## config.mk

```make
export PLATFORM = sky130hd
export DESIGN_NAME = count_capture_fifo
export DESIGN_NICKNAME = d
export VERILOG_FILES = /design/src/rtl/count_capture_fifo_pkg.sv /design/src/rtl/count_capture_fifo_sync_fifo_core.sv /design/src/rtl/count_capture_fifo.sv
export SDC_FILE = /design/constraint.sdc
export NUM_CORES = 1
export LEC_CHECK = 0
export CORE_ASPECT_RATIO = 0.9
export CORE_MARGIN = 5
export CORE_UTILIZATION = 57
export CTS_CLUSTER_SIZE = 28
export DETAILED_ROUTE_END_ITERATION = 8
export GPL_TIMING_DRIVEN = 0
export PLACE_DENSITY = 0.83
export SLEW_MARGIN = 20
export SYNTH_ARGS = -nofsm -noshare
export SYNTH_HDL_FRONTEND = slang
export SYNTH_SLANG_ARGS = --single-unit
```

## constraint.sdc

```tcl
create_clock -name clk -period 6.1 [get_ports clk]
set_input_delay 1.22 -clock clk [delete_from_list [all_inputs] [get_ports clk]]
set_output_delay 1.22 -clock clk [all_outputs]
set_load 0.005 [all_outputs]
```

## src/rtl/count_capture_fifo_pkg.sv

```systemverilog
// count_capture_fifo_pkg: shared defaults and the {wrap, data} entry layout used by the capture FIFO.
package count_capture_fifo_pkg;
    localparam int DEF_WIDTH = 4;
    localparam int DEF_DEPTH = 4;
    // At other widths the FIFO stores the same layout as a flat {wrap, data} vector.
    typedef struct packed {
        logic                 wrap;
        logic [DEF_WIDTH-1:0] data;
    } entry_t;
endpackage

```

## src/rtl/count_capture_fifo_sync_fifo_core.sv

```systemverilog
// sync_fifo_core: power-of-two deep FIFO storage with wrapping pointers and an explicit level count.
module sync_fifo_core #(
    parameter int W     = 5,
    parameter int DEPTH = 4
) (
    input  logic                       clk,
    input  logic                       reset_n,
    input  logic                       push_i,
    input  logic                       pop_i,
    input  logic [W-1:0]               din_i,
    output logic [W-1:0]               dout_o,
    output logic [$clog2(DEPTH+1)-1:0] level_o,
    output logic                       full_o,
    output logic                       empty_o
);
    localparam int AW = $clog2(DEPTH);
    localparam int LW = $clog2(DEPTH+1);
    logic [W-1:0]  mem_q [DEPTH];
    logic [AW-1:0] wr_q, wr_d, rd_q, rd_d;
    logic [LW-1:0] lvl_q, lvl_d;
    always_comb begin
        wr_d  = wr_q + AW'(push_i);
        rd_d  = rd_q + AW'(pop_i);
        lvl_d = lvl_q + LW'(push_i) - LW'(pop_i);
    end
    // Storage is reset too so the head reads as zero after reset.
    always_ff @(posedge clk or negedge reset_n) begin
        if (!reset_n) begin
            for (int i = 0; i < DEPTH; i++) mem_q[i] <= '0;
            wr_q  <= '0;
            rd_q  <= '0;
            lvl_q <= '0;
        end else begin
            if (push_i) mem_q[wr_q] <= din_i;
            wr_q  <= wr_d;
            rd_q  <= rd_d;
            lvl_q <= lvl_d;
        end
    end
    assign dout_o  = mem_q[rd_q];
    assign level_o = lvl_q;
    assign full_o  = lvl_q == LW'(DEPTH);
    assign empty_o = lvl_q == '0;
endmodule

```

## src/rtl/count_capture_fifo.sv

```systemverilog
// count_capture_fifo: captures counter samples into a FIFO, tagging each with whether the counter wrapped
// since the previous accepted capture; dropped captures set a sticky overflow flag.
module count_capture_fifo
    import count_capture_fifo_pkg::*;
#(
    parameter int WIDTH = DEF_WIDTH,
    parameter int DEPTH = DEF_DEPTH
) (
    input  logic                       clk,
    input  logic                       reset_n,
    input  logic [WIDTH-1:0]           count_in,
    input  logic                       capture,
    input  logic                       clear_ovf,
    output logic [WIDTH-1:0]           out_data,
    output logic                       out_wrap,
    output logic                       out_valid,
    input  logic                       out_ready,
    output logic [$clog2(DEPTH+1)-1:0] level,
    output logic                       full,
    output logic                       empty,
    output logic                       overflow
);
    logic [WIDTH-1:0] prev_q;
    logic             pend_q, pend_d, ovf_q, ovf_d;
    logic             push, pop, drop, wrap_now;
    always_comb begin
        wrap_now = (prev_q == '1) && (count_in == '0);
        pop      = out_valid && out_ready;
        push     = capture && (!full || pop);
        drop     = capture && full && !pop;
        pend_d   = push ? 1'b0 : (pend_q || wrap_now);
        ovf_d    = drop ? 1'b1 : (clear_ovf ? 1'b0 : ovf_q);
    end
    always_ff @(posedge clk or negedge reset_n) begin
        if (!reset_n) begin
            prev_q <= '0;
            pend_q <= 1'b0;
            ovf_q  <= 1'b0;
        end else begin
            prev_q <= count_in;
            pend_q <= pend_d;
            ovf_q  <= ovf_d;
        end
    end
    sync_fifo_core #(.W(WIDTH+1), .DEPTH(DEPTH)) u_core (
        .clk     (clk),
        .reset_n (reset_n),
        .push_i  (push),
        .pop_i   (pop),
        .din_i   ({pend_q || wrap_now, count_in}),
        .dout_o  ({out_wrap, out_data}),
        .level_o (level),
        .full_o  (full),
        .empty_o (empty)
    );
    assign out_valid = !empty;
    assign overflow  = ovf_q;
endmodule

```

* Word level (Yosys, flattened, before mapping)
Index checks and enable logic that the tools add are counted.
** Storage, ports and cells
- Flip-flop bits (word level) :: 33
- Bits of input ports :: 9
- Output and inout bits :: 12
- Logic and storage cells :: 44
** Cells by class
- Add/sub/neg operators :: 4
- Order comparisons :: 3
- Eq/ne operators :: 2
- Multiplexer cells :: 9
- Bitwise operators :: 2
- Reduce and logical (&&, ||, !) cells :: 14
** Operator list (count)
- 20-bit bitwise mux :: 1
- 5-bit 2-to-1 mux :: 3
- 5-bit binary-select mux with 2-bit select :: 1
- 5-bit demux with 2-bit select :: 1
- 3-bit greater-or-equal comparator (second input constant) :: 2
- 1-bit logical AND :: 6
- 2-bit NOT with 3-bit output :: 2
- 2-bit by 1-bit adder with 2-bit output :: 2
- 4-bit == test (second input constant) :: 1
- 4-bit zero test :: 1
- 3-bit by 1-bit adder with 3-bit output :: 1
- 3-bit == test (second input constant) :: 1
- 1-bit zero test :: 3
- 3-bit zero test :: 1
- 3-bit by 1-bit less-than comparator with 1-bit output (second input constant) :: 1
- 1-bit 2-to-1 mux :: 3
- 3-bit by 1-bit subtractor with 3-bit output :: 1
- 1-bit logical OR :: 2
- 2-bit nonzero test :: 1

* Logic depth before layout (Yosys ltp)
Gate-level depths: netlist of the first run.
- Word-level depth :: 7
- Depth in mapped cells :: 8

* By module
A second synthesis of the first run with hierarchy kept.
** Unflattened totals
- Cell total of the unflattened synthesis :: 91
- Area total of the unflattened synthesis :: 1421.4 sq um
** By module, submodules not included
- sync_fifo_core :: instances 1, cells an instance 73, area each 1193.6 sq um
- count_capture_fifo :: instances 1, cells an instance 18, area each 227.7 sq um

* Least setup slack after synthesis of the first run
No wires, ideal clock.
- Path type :: input to register
- Start :: input out_ready
- End :: register u_core.lvl_q[1] (netlist: u_core.level_o[1])
- Arrival time :: 2412 ps
- Setup slack :: 3624 ps
- Stages :: 6
- Path through :: nor4b_4 and2b_1 ha_1 inv_1 fa_1 inv_1
** On the way
- Longest elaborated chain between the ends :: 5
** RTL lines
- start: declaration :: line count_capture_fifo.sv:17 : input logic out_ready,
- 1-bit logical AND * :: line count_capture_fifo.sv:28 : pop = out_valid && out_ready;
- 1-bit logical OR :: line count_capture_fifo.sv:29 : push = capture && (!full || pop);
- 1-bit logical AND :: line count_capture_fifo.sv:29
- 3-bit by 1-bit adder with 3-bit output :: line count_capture_fifo_sync_fifo_core.sv:24 : lvl_d = lvl_q + LW'(push_i) - LW'(pop_i);
- 3-bit by 1-bit subtractor with 3-bit output * :: line count_capture_fifo_sync_fifo_core.sv:24
- via u_core.lvl_d[1] :: line count_capture_fifo_sync_fifo_core.sv:20 : logic [LW-1:0] lvl_q, lvl_d;
- end signal: assignment :: line count_capture_fifo_sync_fifo_core.sv:37 : lvl_q <= lvl_d;
- end: declaration :: line count_capture_fifo_sync_fifo_core.sv:20
The timed path passes the listed nets; every way through them passes the cells marked *.
A chain may end at the register's enable or synchronous reset.

* Worst setup path after layout of the first run
- Start :: register u_core.rd_q[0]
- End :: output out_data[2]
** On the way
- Longest elaborated chain between the ends :: 4
** RTL lines
- start: declaration :: line count_capture_fifo_sync_fifo_core.sv:19 : logic [AW-1:0] wr_q, wr_d, rd_q, rd_d;
- start signal: assignment :: line count_capture_fifo_sync_fifo_core.sv:36 : rd_q <= rd_d;
- 2-bit NOT with 3-bit output (not written as such) :: line count_capture_fifo_sync_fifo_core.sv:40 : assign dout_o = mem_q[rd_q];
- 5-bit binary-select mux with 2-bit select :: line count_capture_fifo_sync_fifo_core.sv:40
- 5-bit 2-to-1 mux (not written as such) (2 in series) :: line count_capture_fifo_sync_fifo_core.sv:40
- end: declaration :: line count_capture_fifo.sv:14 : output logic [WIDTH-1:0] out_data,
Every way passes these cells. The select of a mux whose other input is x is not followed.

==> results by group, run 1 <==
Route
  – TritonRoute pass-1 iters: 4
  – Antenna-violating nets left: 0
  – DR iter-0 viols: 41
  – Final WL: 2577 µm
  – Routed length per instance: 17.53 µm
  – Routed via count: 822
  – Vias per cell: 5.592
  – DRC: 0

Clock tree
  – Hold_buf cts: 0
  – Sink Count: 33
  – Clk buf depth: 2
  – CTS tree: built
  – H-tree levels: 2
  – CTS Root Cell: clkbuf_4
  – Post-cts repair resize count: 0
  – CTS Buf Count: 5
  – Setup Fix Bufs, Post-CTS: 0
  – Clk slew on worst S/H paths: 0.09 ns
  – Clk_lat worst skew: 0.32 ns

Setup path
  – Buffers & Inverters on Critical Path: 2
  – Crit path from: u_core.rd_q[0]$_DFF_PN0_
  – Worst EP arrival: 2.08 ns
  – Critical Path Fanout Max: 5
  – R2R Setup Slk: 3.80 ns
  – R2r endpoint: u_core.level_o[2]$_DFF_PN0_
  – Max stage delay on crit path: 0.57 ns
  – Top cell family by delay on the critical path: buffers and inverters
  – Crit Path Class: reg -> out
  – Crit path to: out_data[2]
  – Reg2reg path depth: 8
  – R2R Path Start: u_core.level_o[0]$_DFF_PN0_
  – CP required: 4.88 ns
  – Worst path cell trace: clkbuf_1, mux4_2, clkdlybuf4s50_1
  – Nature of the critical path endpoint: output port
  – Number of cells on the critical path: 3
  – CP Launch Type: register
  – Crit-path slowest cell: mux4_2

Timing
  – Worst Skew: 0.005094 ns
  – Final hold viol count: 0
  – Unrepaired setup endpoints after global routing: no
  – Post-layout minimum cycle time: 3.304 ns
  – Final period util: 0.5417
  – # setup viols final: 0
  – Total negative slack: 0 ns
  – Max Fclk: 0.3026 GHz
  – Final slew viol count: 0
  – Worst-Margin Slew: 0.8932 ns
  – Final WS setup: 2.796 ns
  – Slew headroom: 0.4033

GRT
  – Initial antenna violation count: 0
  – Global-route wire length before repair: 4540 µm
  – Vias in the first global route: 912
  – Largest net degree at the start of global routing: 34
  – Total track usage: 0.1633
  – Total gr overflow: 0

Layout
  – Ant diodes: 0
  – Area grow syn2layout: 19.59%
  – Fraction of layout cells with a size suffix above 1: 0.3025
  – Post-route cell area: 0.001742 mm²
  – Final net count: 133
  – Finished Core Util: 0.7120
  – Fill count: 168

Synthesis
  – Syn_nets: 106
  – Mapped Area: 0.001456 mm²
  – Register bit count reported by yosys: 33
  – Synthesized instance count: 92
  – Synth Warn #: 0
  – Seq/Total Area, Yosys: 0.5670
  – Synthesized area per cell: 15.83 µm²
  – Netlist cell types: 25

Power
  – Clock power frac: 0.141
  – Switching power total: 0.2562 mW
  – Combinational share of power: 0.434
  – P per Cell Area: 491.7 mW/mm²
  – Pwr Total: 0.8563 mW
  – Leak Pwr: 0.7744 nW
  – Sequential power share: 0.426
  – Peak VDD IR: 0.3416 mV
  – Sw Ratio: 0.2992
  – Pint: 0.6001 mW

Floorplanning
  – Die width: 63.28 µm
  – Initial core utilization: 0.5954
  – Io pins: 21
  – Core region area: 0.002446 mm²
  – Num rows: 17
  – Die height: 57.96 µm
  – Die area: 0.003667 mm²

Placement
  – I/O Buffers: 20
  – Routability cong.: 0.6754
  – Post-DP Area: 0.001687 mm²
  – Hpwl dp: 1923 µm
  – Dpl ws: 2.990 ns

Job
  – Max-cap violation count: 0

Hold path
  – Hold WC Path Type: reg -> reg

Run status
  – Run status: completed
## worst register-to-register path, stage by stage (launching register included)
cell     delay (ns)
dfrtp_1        0.45
or3_2          0.52
and2_1         0.19
ha_1           0.27
inv_1          0.06
ha_1           0.14
inv_1          0.05
fa_1           0.38
xnor2_1        0.14
## area by class of cell
type / instances / area [µm²] / area share
Sequential cell: 33 / 825.8 / 0.4741
Multi-Input combinational cell: 50 / 589.3 / 0.3384
Timing Repair Buffer: 20 / 195.2 / 0.1121
Clock buffer: 7 / 55.05 / 0.03161
Tap cell: 28 / 35.03 / 0.02011
Inverter: 6 / 22.52 / 0.01293
Buffer: 3 / 18.77 / 0.01078
## per-layer routing
metal / track usage / share of wire
met1: 0.2135 / 0.45
met2: 0.2606 / 0.51
met5: 0 / 0
met3: 0.05814 / 0.039
met4: 0.04451 / 0.0078
## cells by family after synthesis
family                   share of synthesized area
AO/OA/AOI/OAI                             0.008590
XOR/XNOR                                   0.02406
adder cells (fa/ha/maj)                    0.04811
buffers and inverters                      0.02835
flip-flops                                  0.5670
multiplexers                                0.2448
AND/OR/NAND/NOR                            0.07904
## sequential cells by signal (all words and copies together), names as in the netlist
signal          flops
overflow            1
pend_q              1
prev_q              4
u_core.level_o      3
u_core.mem_q       20
u_core.rd_q         2
u_core.wr_q         2
## cell usage in the layout (no fill, tap or decap), drive strengths merged
| master | synthesis | routed |
|---|---|---|
| dfrtp | 33 | 33 |
| mux2 | 20 | 20 |
| clkdlybuf4s50 | 0 | 19 |
| clkbuf | 2 | 9 |
| inv | 6 | 6 |
| mux4 | 5 | 5 |
| ha | 4 | 4 |
| xnor2 | 2 | 2 |
| xor2 | 2 | 2 |
| nor3b | 2 | 2 |
| nand2 | 2 | 2 |
| buf | 1 | 2 |
| or3 | 1 | 1 |
| and2 | 1 | 1 |
| nor4b | 1 | 1 |
| and2b | 1 | 1 |
| or4 | 1 | 1 |
| nand4 | 1 | 1 |
| o21bai | 1 | 1 |
| nor2b | 1 | 1 |
| and4bb | 1 | 1 |
| or4b | 1 | 1 |
| o21ai | 1 | 1 |
| nor3 | 1 | 1 |
| fa | 1 | 1 |
## Yosys cell counts
| library cell | instances | share of area |
|---|---|---|
| nand2_1 | 2 | 0.0052 |
| and2b_1 | 1 | 0.0052 |
| fa_1 | 1 | 0.014 |
| or3_2 | 1 | 0.0052 |
| dfrtp_1 | 33 | 0.57 |
| or4b_1 | 1 | 0.0069 |
| o21bai_1 | 1 | 0.0052 |
| xnor2_1 | 2 | 0.012 |
| clkbuf_1 | 2 | 0.0052 |
| nand4_1 | 1 | 0.0043 |
| o21ai_0 | 1 | 0.0034 |
| and2_1 | 1 | 0.0043 |
| nor3b_1 | 2 | 0.010 |
| nor4b_4 | 1 | 0.016 |
| ha_1 | 4 | 0.034 |
| inv_1 | 6 | 0.015 |
| mux2_2 | 15 | 0.12 |
| or4_1 | 1 | 0.0052 |
| nor3_1 | 1 | 0.0034 |
| mux2_4 | 5 | 0.052 |
| and4bb_2 | 1 | 0.0086 |
| mux4_2 | 5 | 0.077 |
| buf_6 | 1 | 0.0077 |
| xor2_1 | 2 | 0.012 |
| nor2b_1 | 1 | 0.0043 |
## worst min path at each step
stage	start	end	slack [ns]	cells past startpoint
final	u_core.mem_q[4]$_DFFE_PN0P_	u_core.mem_q[4]$_DFFE_PN0P_	0.51	1
after global routing	u_core.mem_q[5]$_DFFE_PN0P_	u_core.mem_q[5]$_DFFE_PN0P_	0.54	1
after CTS	u_core.mem_q[5]$_DFFE_PN0P_	u_core.mem_q[5]$_DFFE_PN0P_	0.51	1
after detailed placement	u_core.mem_q[5]$_DFFE_PN0P_	u_core.mem_q[5]$_DFFE_PN0P_	0.49	1
after global placement	u_core.mem_q[7]$_DFFE_PN0P_	u_core.mem_q[7]$_DFFE_PN0P_	0.48	1
after floorplan	u_core.wr_q[1]$_DFF_PN0_	u_core.wr_q[1]$_DFF_PN0_	0.47	1
## stage by stage
stage | std cells | hold slack (ns)
floorplan | 92 | 0.4689
global placement | 140 | 0.4833
detailed placement | 140 | 0.4925
CTS | 147 | 0.5144
global route | 147 | 0.5377
finish | 147 | 0.5107
## power groups by stage
| stage | clock (mW) | sequential (mW) | combinational, mW |
|---|---|---|---|
| 3_3_place_gp | 0 | 0.359 | 0.361 |
| 2_1_floorplan | 0 | 0.351 | 0.233 |
| 4_1_cts | 0.125 | 0.365 | 0.379 |
| 6_report | 0.120 | 0.364 | 0.371 |
| 3_5_place_dp | 0 | 0.370 | 0.377 |
| 5_1_grt | 0.137 | 0.376 | 0.408 |
Note: power is estimated with default switching activity, not from simulation.
==> run 2: changes to the inputs <==
Settings changed: CORE_UTILIZATION 57 to 53, PLACE_DENSITY 0.83 to 0.78.
Clock period 6.1 ns to 3.42 ns, I/O delays scaled along.
==> results by group, run 2 (synthesis results as in run 1) <==
Clock tree
  – CTS Root Cell: clkbuf_4 (unchanged)
  – Setup Fix Bufs, Post-CTS: 0 (unchanged)
  – Post-cts repair resize count: 0 (unchanged)
  – H-tree levels: 2 (unchanged)
  – Clk slew on worst S/H paths: 0.10 ns (was 0.09 ns)
  – Hold_buf cts: 0 (unchanged)
  – Clk_lat worst skew: 0.33 ns (was 0.32 ns)
  – Clk buf depth: 2 (unchanged)
  – CTS tree: built (unchanged)
  – Sink Count: 33 (unchanged)
  – CTS Buf Count: 5 (unchanged)

Timing
  – Max Fclk: 0.3517 GHz
  – Unrepaired setup endpoints after global routing: no (unchanged)
  – Worst-Margin Slew: 0.9591 ns (was 0.8932 ns)
  – Worst Skew: 0.006625 ns (was 0.005094 ns)
  – Total negative slack: 0 ns (unchanged)
  – Post-layout minimum cycle time: 2.844 ns
  – Final period util: 0.8315
  – Min Hold Slack: 0.3827 ns (was 0.5107 ns)
  – Final hold viol count: 0 (unchanged)
  – Slew headroom: 0.3592 (was 0.4033)
  – Final slew viol count: 0 (unchanged)
  – # setup viols final: 0 (unchanged)

Route
  – TritonRoute pass-1 iters: 4 (unchanged)
  – Vias per cell: 5.593 (was 5.592)
  – Routed length per instance: 18.24 µm (was 17.53 µm)
  – Final WL: 2736 µm (was 2577 µm)
  – DRC: 0 (unchanged)
  – Antenna-violating nets left: 0 (unchanged)
  – DR iter-0 viols: 11 (was 41)
  – Routed via count: 839 (was 822)

Floorplanning
  – Die height: 59.73 µm (was 57.96 µm)
  – Die area: 0.003898 mm² (was 0.003667 mm²)
  – Die width: 65.26 µm (was 63.28 µm)
  – Num rows: 18 (was 17)
  – Initial core utilization: 0.5434 (was 0.5954)
  – Core region area: 0.002680 mm² (was 0.002446 mm²)
  – Io pins: 21 (unchanged)

Power
  – Peak VDD IR: 0.4457 mV (was 0.3416 mV)
  – Leak Pwr: 0.7844 nW (was 0.7744 nW)
  – Pwr Total: 1.559 mW (was 0.8563 mW)
  – P per Cell Area: 886.1 mW/mm² (was 491.7 mW/mm²)

GRT
  – Vias in the first global route: 879 (was 912)
  – Largest net degree at the start of global routing: 34 (unchanged)
  – Initial antenna violation count: 0 (unchanged)
  – Total gr overflow: 0 (unchanged)
  – Total track usage: 0.1656 (was 0.1633)
  – Global-route wire length before repair: 4574 µm (was 4540 µm)

Layout
  – Most common cell after layout, fill and taps aside: dfrtp_1 (unchanged)
  – Ant diodes: 0 (unchanged)
  – Final net count: 133 (unchanged)
  – Area grow syn2layout: 20.79% (was 19.59%)
  – Non-filler cells, final: 150 (was 147)
  – Flip-flop and latch area: 825.8 µm² (unchanged)
  – Largest register FFs: 20 (unchanged)
  – Most frequent cells in the layout: dfrtp_1 (33), clkdlybuf4s50_1 (19), mux2_2 (15) (unchanged)
  – Fraction of layout cells with a size suffix above 1: 0.3167 (was 0.3025)
  – Largest Register: u_core.mem_q (unchanged)
  – Multi-input logic area: 589.3 µm² (unchanged)
  – Fill count: 217 (was 168)

Run status
  – Run status: completed (unchanged)

Placement
  – Placed cells: 142 (was 140)
  – Routability cong.: 0.6531 (was 0.6754)
  – Hpwl dp: 1974 µm (was 1923 µm)
  – I/O Buffers: 20 (unchanged)

Setup path
  – Buffers & Inverters on Critical Path: 2 (unchanged)
  – Worst path cell trace: clkbuf_1, mux4_2, clkdlybuf4s50_1 (unchanged)
  – Reg2reg path depth: 8 (unchanged)
  – CP required: 2.74 ns (was 4.88 ns)
  – Crit-path slowest cell: mux4_2 (unchanged)
  – Nature of the critical path endpoint: output port (unchanged)
  – Critical Path Fanout Max: 5 (unchanged)
  – Number of cells on the critical path: 3 (unchanged)
  – R2R Setup Slk: 1.12 ns (was 3.80 ns)
  – Worst EP arrival: 2.16 ns (was 2.08 ns)
  – Max stage delay on crit path: 0.58 ns (was 0.57 ns)
  – Top cell family by delay on the critical path: buffers and inverters (unchanged)
  – CP Launch Type: register (unchanged)
  – Crit Path Class: reg -> out (unchanged)

Hold path
  – Hold WC Path Type: in -> async (was reg -> reg)

Job
  – Max-cap violation count: 0 (unchanged)
[run 2: cell count changes in the layout (fill, tap and decap cells not counted), sizes merged]
cell / previous run / this run
clkinv: 0 / 1
[run 2: cell type report]
type,instances,area share
Multi-Input combinational cell,50,0.3350
Timing Repair Buffer,20,0.1110
Clock buffer,7,0.03698
Tap cell,30,0.02134
Buffer,3,0.01067
Inverter,6,0.01280
Sequential cell,33,0.4694
Clock inverter,1,0.002845
[run 2: final timing paths]
check                                              from                            to
max                            u_core.rd_q[0]$_DFF_PN0_                      out_wrap
min                                             reset_n   u_core.level_o[1]$_DFF_PN0_
max reg2reg                 u_core.level_o[0]$_DFF_PN0_   u_core.level_o[2]$_DFF_PN0_
min reg2reg                u_core.mem_q[11]$_DFFE_PN0P_  u_core.mem_q[11]$_DFFE_PN0P_
max in group asynchronous                       reset_n  u_core.mem_q[12]$_DFFE_PN0P_
min in group clk           u_core.mem_q[11]$_DFFE_PN0P_  u_core.mem_q[11]$_DFFE_PN0P_
[run 2: through the flow]
step | area [µm²] | setup slack (ns) | util
after floorplan | 1456 | 1.202 | -
after CTS | 1759 | 0.5344 | 0.6564
after global routing | 1759 | 0.4758 | 0.6564
after detailed placement | 1689 | 0.6662 | 0.6303
after global placement | 1694 | 0.7474 | 0.6321
final | 1759 | 0.5764 | 0.6564
[run 2: worst register-to-register path: cells and delay by family (launching register included)]
family	cells	cell delay, ns
XOR/XNOR	1	0.14
AND/OR/NAND/NOR	2	0.71
buffers and inverters	2	0.11
flip-flops	1	0.46
adder cells (fa/ha/maj)	3	0.78
[run 2: where the power goes]
group	total, mW	internal, mW	switching, mW
clock	0.247	0.119	0.128
sequential	0.648	0.541	0.107
combinational	0.664	0.432	0.232
total	1.56	1.09	0.467
[run 2: metal layers]
| layer | global-route usage | up-vias | share of wire |
|---|---|---|---|
| li1 | - | 381 | - |
| met1 | 0.2103 | 434 | 0.42 |
| met2 | 0.2698 | 18 | 0.51 |
| met3 | 0.05639 | 6 | 0.052 |
| met4 | 0.05325 | 0 | 0.011 |
| met5 | 0 | - | 0 |
==> run 3: changes to the inputs <==
Settings changed: CORE_UTILIZATION 53 to 47, PLACE_DENSITY 0.78 to 0.73.
Clock period 3.42 ns to 2.5 ns, I/O delays scaled along.
==> results by group, run 3 (synthesis results as in run 1) <==
Run status
  – Run status: completed (unchanged)

Timing
  – Slew headroom: 0.3583 (was 0.3592)
  – Final slew viol count: 0 (unchanged)
  – Final hold viol count: 0 (unchanged)
  – Final period util: 0.9570
  – Min Hold Slack: 0.1967 ns (was 0.3827 ns)
  – Post-layout minimum cycle time: 2.392 ns
  – Max Fclk: 0.4180 GHz
  – Worst-Margin Slew: 0.9553 ns (was 0.9591 ns)
  – # setup viols final: 0 (unchanged)
  – Worst Skew: 0.004164 ns (was 0.006625 ns)
  – Total negative slack: 0 ns (unchanged)
  – Unrepaired setup endpoints after global routing: no (unchanged)

Power
  – Switching power total: 0.6374 mW (was 0.4668 mW)
  – Sw Ratio: 0.3036 (was 0.2995)
  – Clock power frac: 0.146 (was 0.159)
  – Pwr Total: 2.100 mW (was 1.559 mW)
  – Pint: 1.462 mW (was 1.092 mW)
  – Leak Pwr: 0.7723 nW (was 0.7844 nW)
  – Combinational share of power: 0.420 (was 0.426)
  – Peak VDD IR: 0.6784 mV (was 0.4457 mV)
  – Sequential power share: 0.434 (was 0.415)
  – P per Cell Area: 1195 mW/mm² (was 886.1 mW/mm²)

Floorplanning
  – Die width: 68.68 µm (was 65.26 µm)
  – Initial core utilization: 0.4824 (was 0.5434)
  – Num rows: 19 (was 18)
  – Core region area: 0.003019 mm² (was 0.002680 mm²)
  – Die height: 62.81 µm (was 59.73 µm)
  – Io pins: 21 (unchanged)
  – Die area: 0.004313 mm² (was 0.003898 mm²)

Placement
  – Post-DP Area: 0.001704 mm² (was 0.001689 mm²)
  – I/O Buffers: 20 (unchanged)
  – Routability cong.: 0.6702 (was 0.6531)
  – Hpwl dp: 1906 µm (was 1974 µm)

Layout
  – Ant diodes: 0 (unchanged)
  – Largest Register: u_core.mem_q (unchanged)
  – Finished Core Util: 0.5818 (was 0.6564)
  – Most frequent cells in the layout: dfrtp_1 (32), clkdlybuf4s50_1 (19), mux2_2 (15) (was dfrtp_1 (33), clkdlybuf4s50_1 (19), mux2_2 (15))
  – Post-route cell area: 0.001757 mm² (was 0.001759 mm²)
  – Final net count: 132 (was 133)
  – Largest register FFs: 20 (unchanged)
  – Most common cell after layout, fill and taps aside: dfrtp_1 (unchanged)
  – Fraction of layout cells with a size suffix above 1: 0.3136 (was 0.3167)
  – Area grow syn2layout: 20.62% (was 20.79%)

Setup path
  – Nature of the critical path endpoint: output port (unchanged)
  – Top cell family by delay on the critical path: buffers and inverters (unchanged)
  – Max stage delay on crit path: 0.52 ns (was 0.58 ns)
  – Number of cells on the critical path: 3 (unchanged)
  – Crit Path Class: reg -> out (unchanged)
  – CP Launch Type: register (unchanged)
  – Critical Path Fanout Max: 5 (unchanged)
  – Worst EP arrival: 1.89 ns (was 2.16 ns)
  – Buffers & Inverters on Critical Path: 2 (unchanged)
  – Reg2reg path depth: 8 (unchanged)
  – Worst path cell trace: or3_2, inv_1, clkdlybuf4s50_1 (was clkbuf_1, mux4_2, clkdlybuf4s50_1)
  – Crit-path slowest cell: or3_2 (was mux4_2)
  – CP required: 2.00 ns (was 2.74 ns)

Clock tree
  – Clk slew on worst S/H paths: 0.10 ns (about the same)
  – CTS Root Cell: clkbuf_4 (unchanged)
  – Clk buf depth: 2 (unchanged)
  – Setup Fix Bufs, Post-CTS: 0 (unchanged)
  – CTS Buf Count: 5 (unchanged)
  – Post-cts repair resize count: 1 (was 0)
  – Clk_lat worst skew: 0.33 ns (about the same)
  – Sink Count: 33 (unchanged)
  – Hold_buf cts: 0 (unchanged)
  – CTS tree: built (unchanged)
  – H-tree levels: 2 (unchanged)

GRT
  – Global-route wire length before repair: 4657 µm (was 4574 µm)
  – Initial antenna violation count: 0 (unchanged)
  – Vias in the first global route: 884 (was 879)
  – Total track usage: 0.1546 (was 0.1656)
  – Total gr overflow: 0 (unchanged)
  – Largest net degree at the start of global routing: 34 (unchanged)

Route
  – Final WL: 2693 µm (was 2736 µm)
  – DRC: 0 (unchanged)
  – TritonRoute pass-1 iters: 4 (unchanged)
  – Vias per cell: 5.075 (was 5.593)
  – DR iter-0 viols: 26 (was 11)
  – Routed via count: 812 (was 839)
  – Routed length per instance: 16.83 µm (was 18.24 µm)
  – Antenna-violating nets left: 0 (unchanged)

Hold path
  – Hold WC Path Type: in -> async (unchanged)

Job
  – Max-cap violation count: 0 (unchanged)
[run 3: changes by cell type in the layout (fill, tap and decap cells not counted)]
cell,previous run,this run
dfrtp_2,0,1
clkbuf_8,2,1
clkinv_2,1,0
dfrtp_1,33,32
[run 3: final timing paths]
path / startpoint / endpoint / slack (ns)
hold reg to reg: u_core.mem_q[6]$_DFFE_PN0P_ / u_core.mem_q[6]$_DFFE_PN0P_ / 0.51
setup reg to reg: u_core.level_o[0]$_DFF_PN0_ / u_core.level_o[2]$_DFF_PN0_ / 0.17
min in group clk: u_core.mem_q[6]$_DFFE_PN0P_ / u_core.mem_q[6]$_DFFE_PN0P_ / 0.51
setup / recovery: u_core.level_o[0]$_DFF_PN0_ / empty / 0.11
max in group asynchronous: reset_n / u_core.rd_q[0]$_DFF_PN0_ / 1.82
hold / removal: reset_n / u_core.mem_q[14]$_DFFE_PN0P_ / 0.20
[run 3: worst register-to-register path: stages, from the launching register on]
cell     delay (ns)
dfrtp_1        0.46
or3_2          0.53
and2_1         0.20
ha_1           0.27
inv_1          0.06
ha_1           0.15
inv_1          0.05
fa_1           0.37
xnor2_1        0.14
[run 3: power groups by stage]
stage	registers, mW	logic (mW)	clock network, mW
finish	0.910	0.882	0.307
global route	0.946	0.974	0.337
detailed placement	0.897	0.926	0
global placement	0.873	0.890	0
floorplan	0.857	0.569	0
CTS	0.918	0.902	0.312
[run 3: metrics by stage]
step / worst slack (ns) / std cells
2_1_floorplan: 0.2817 / 92
3_3_place_gp: 0.08362 / 154
3_5_place_dp: 0.06859 / 154
4_1_cts: 0.09677 / 160
5_1_grt: 0.03754 / 160
6_report: 0.1076 / 160
[run 3: layer usage]
layer / track usage / routed length, µm
met1: 0.2090 / 1176
met2: 0.2145 / 1348
met3: 0.05935 / 121
met4: 0.07444 / 46
met5: 0 / 0
[run 3: area by class of cell]
cell class	count	area, µm²
clock buffers	7	55.05
plain buffers	2	15.01
multi-input cells	50	589.3
repair buffers	20	195.2
inverters	6	22.52
flip-flops and latches	33	827.0
well taps	42	52.55
fillers	265	1262
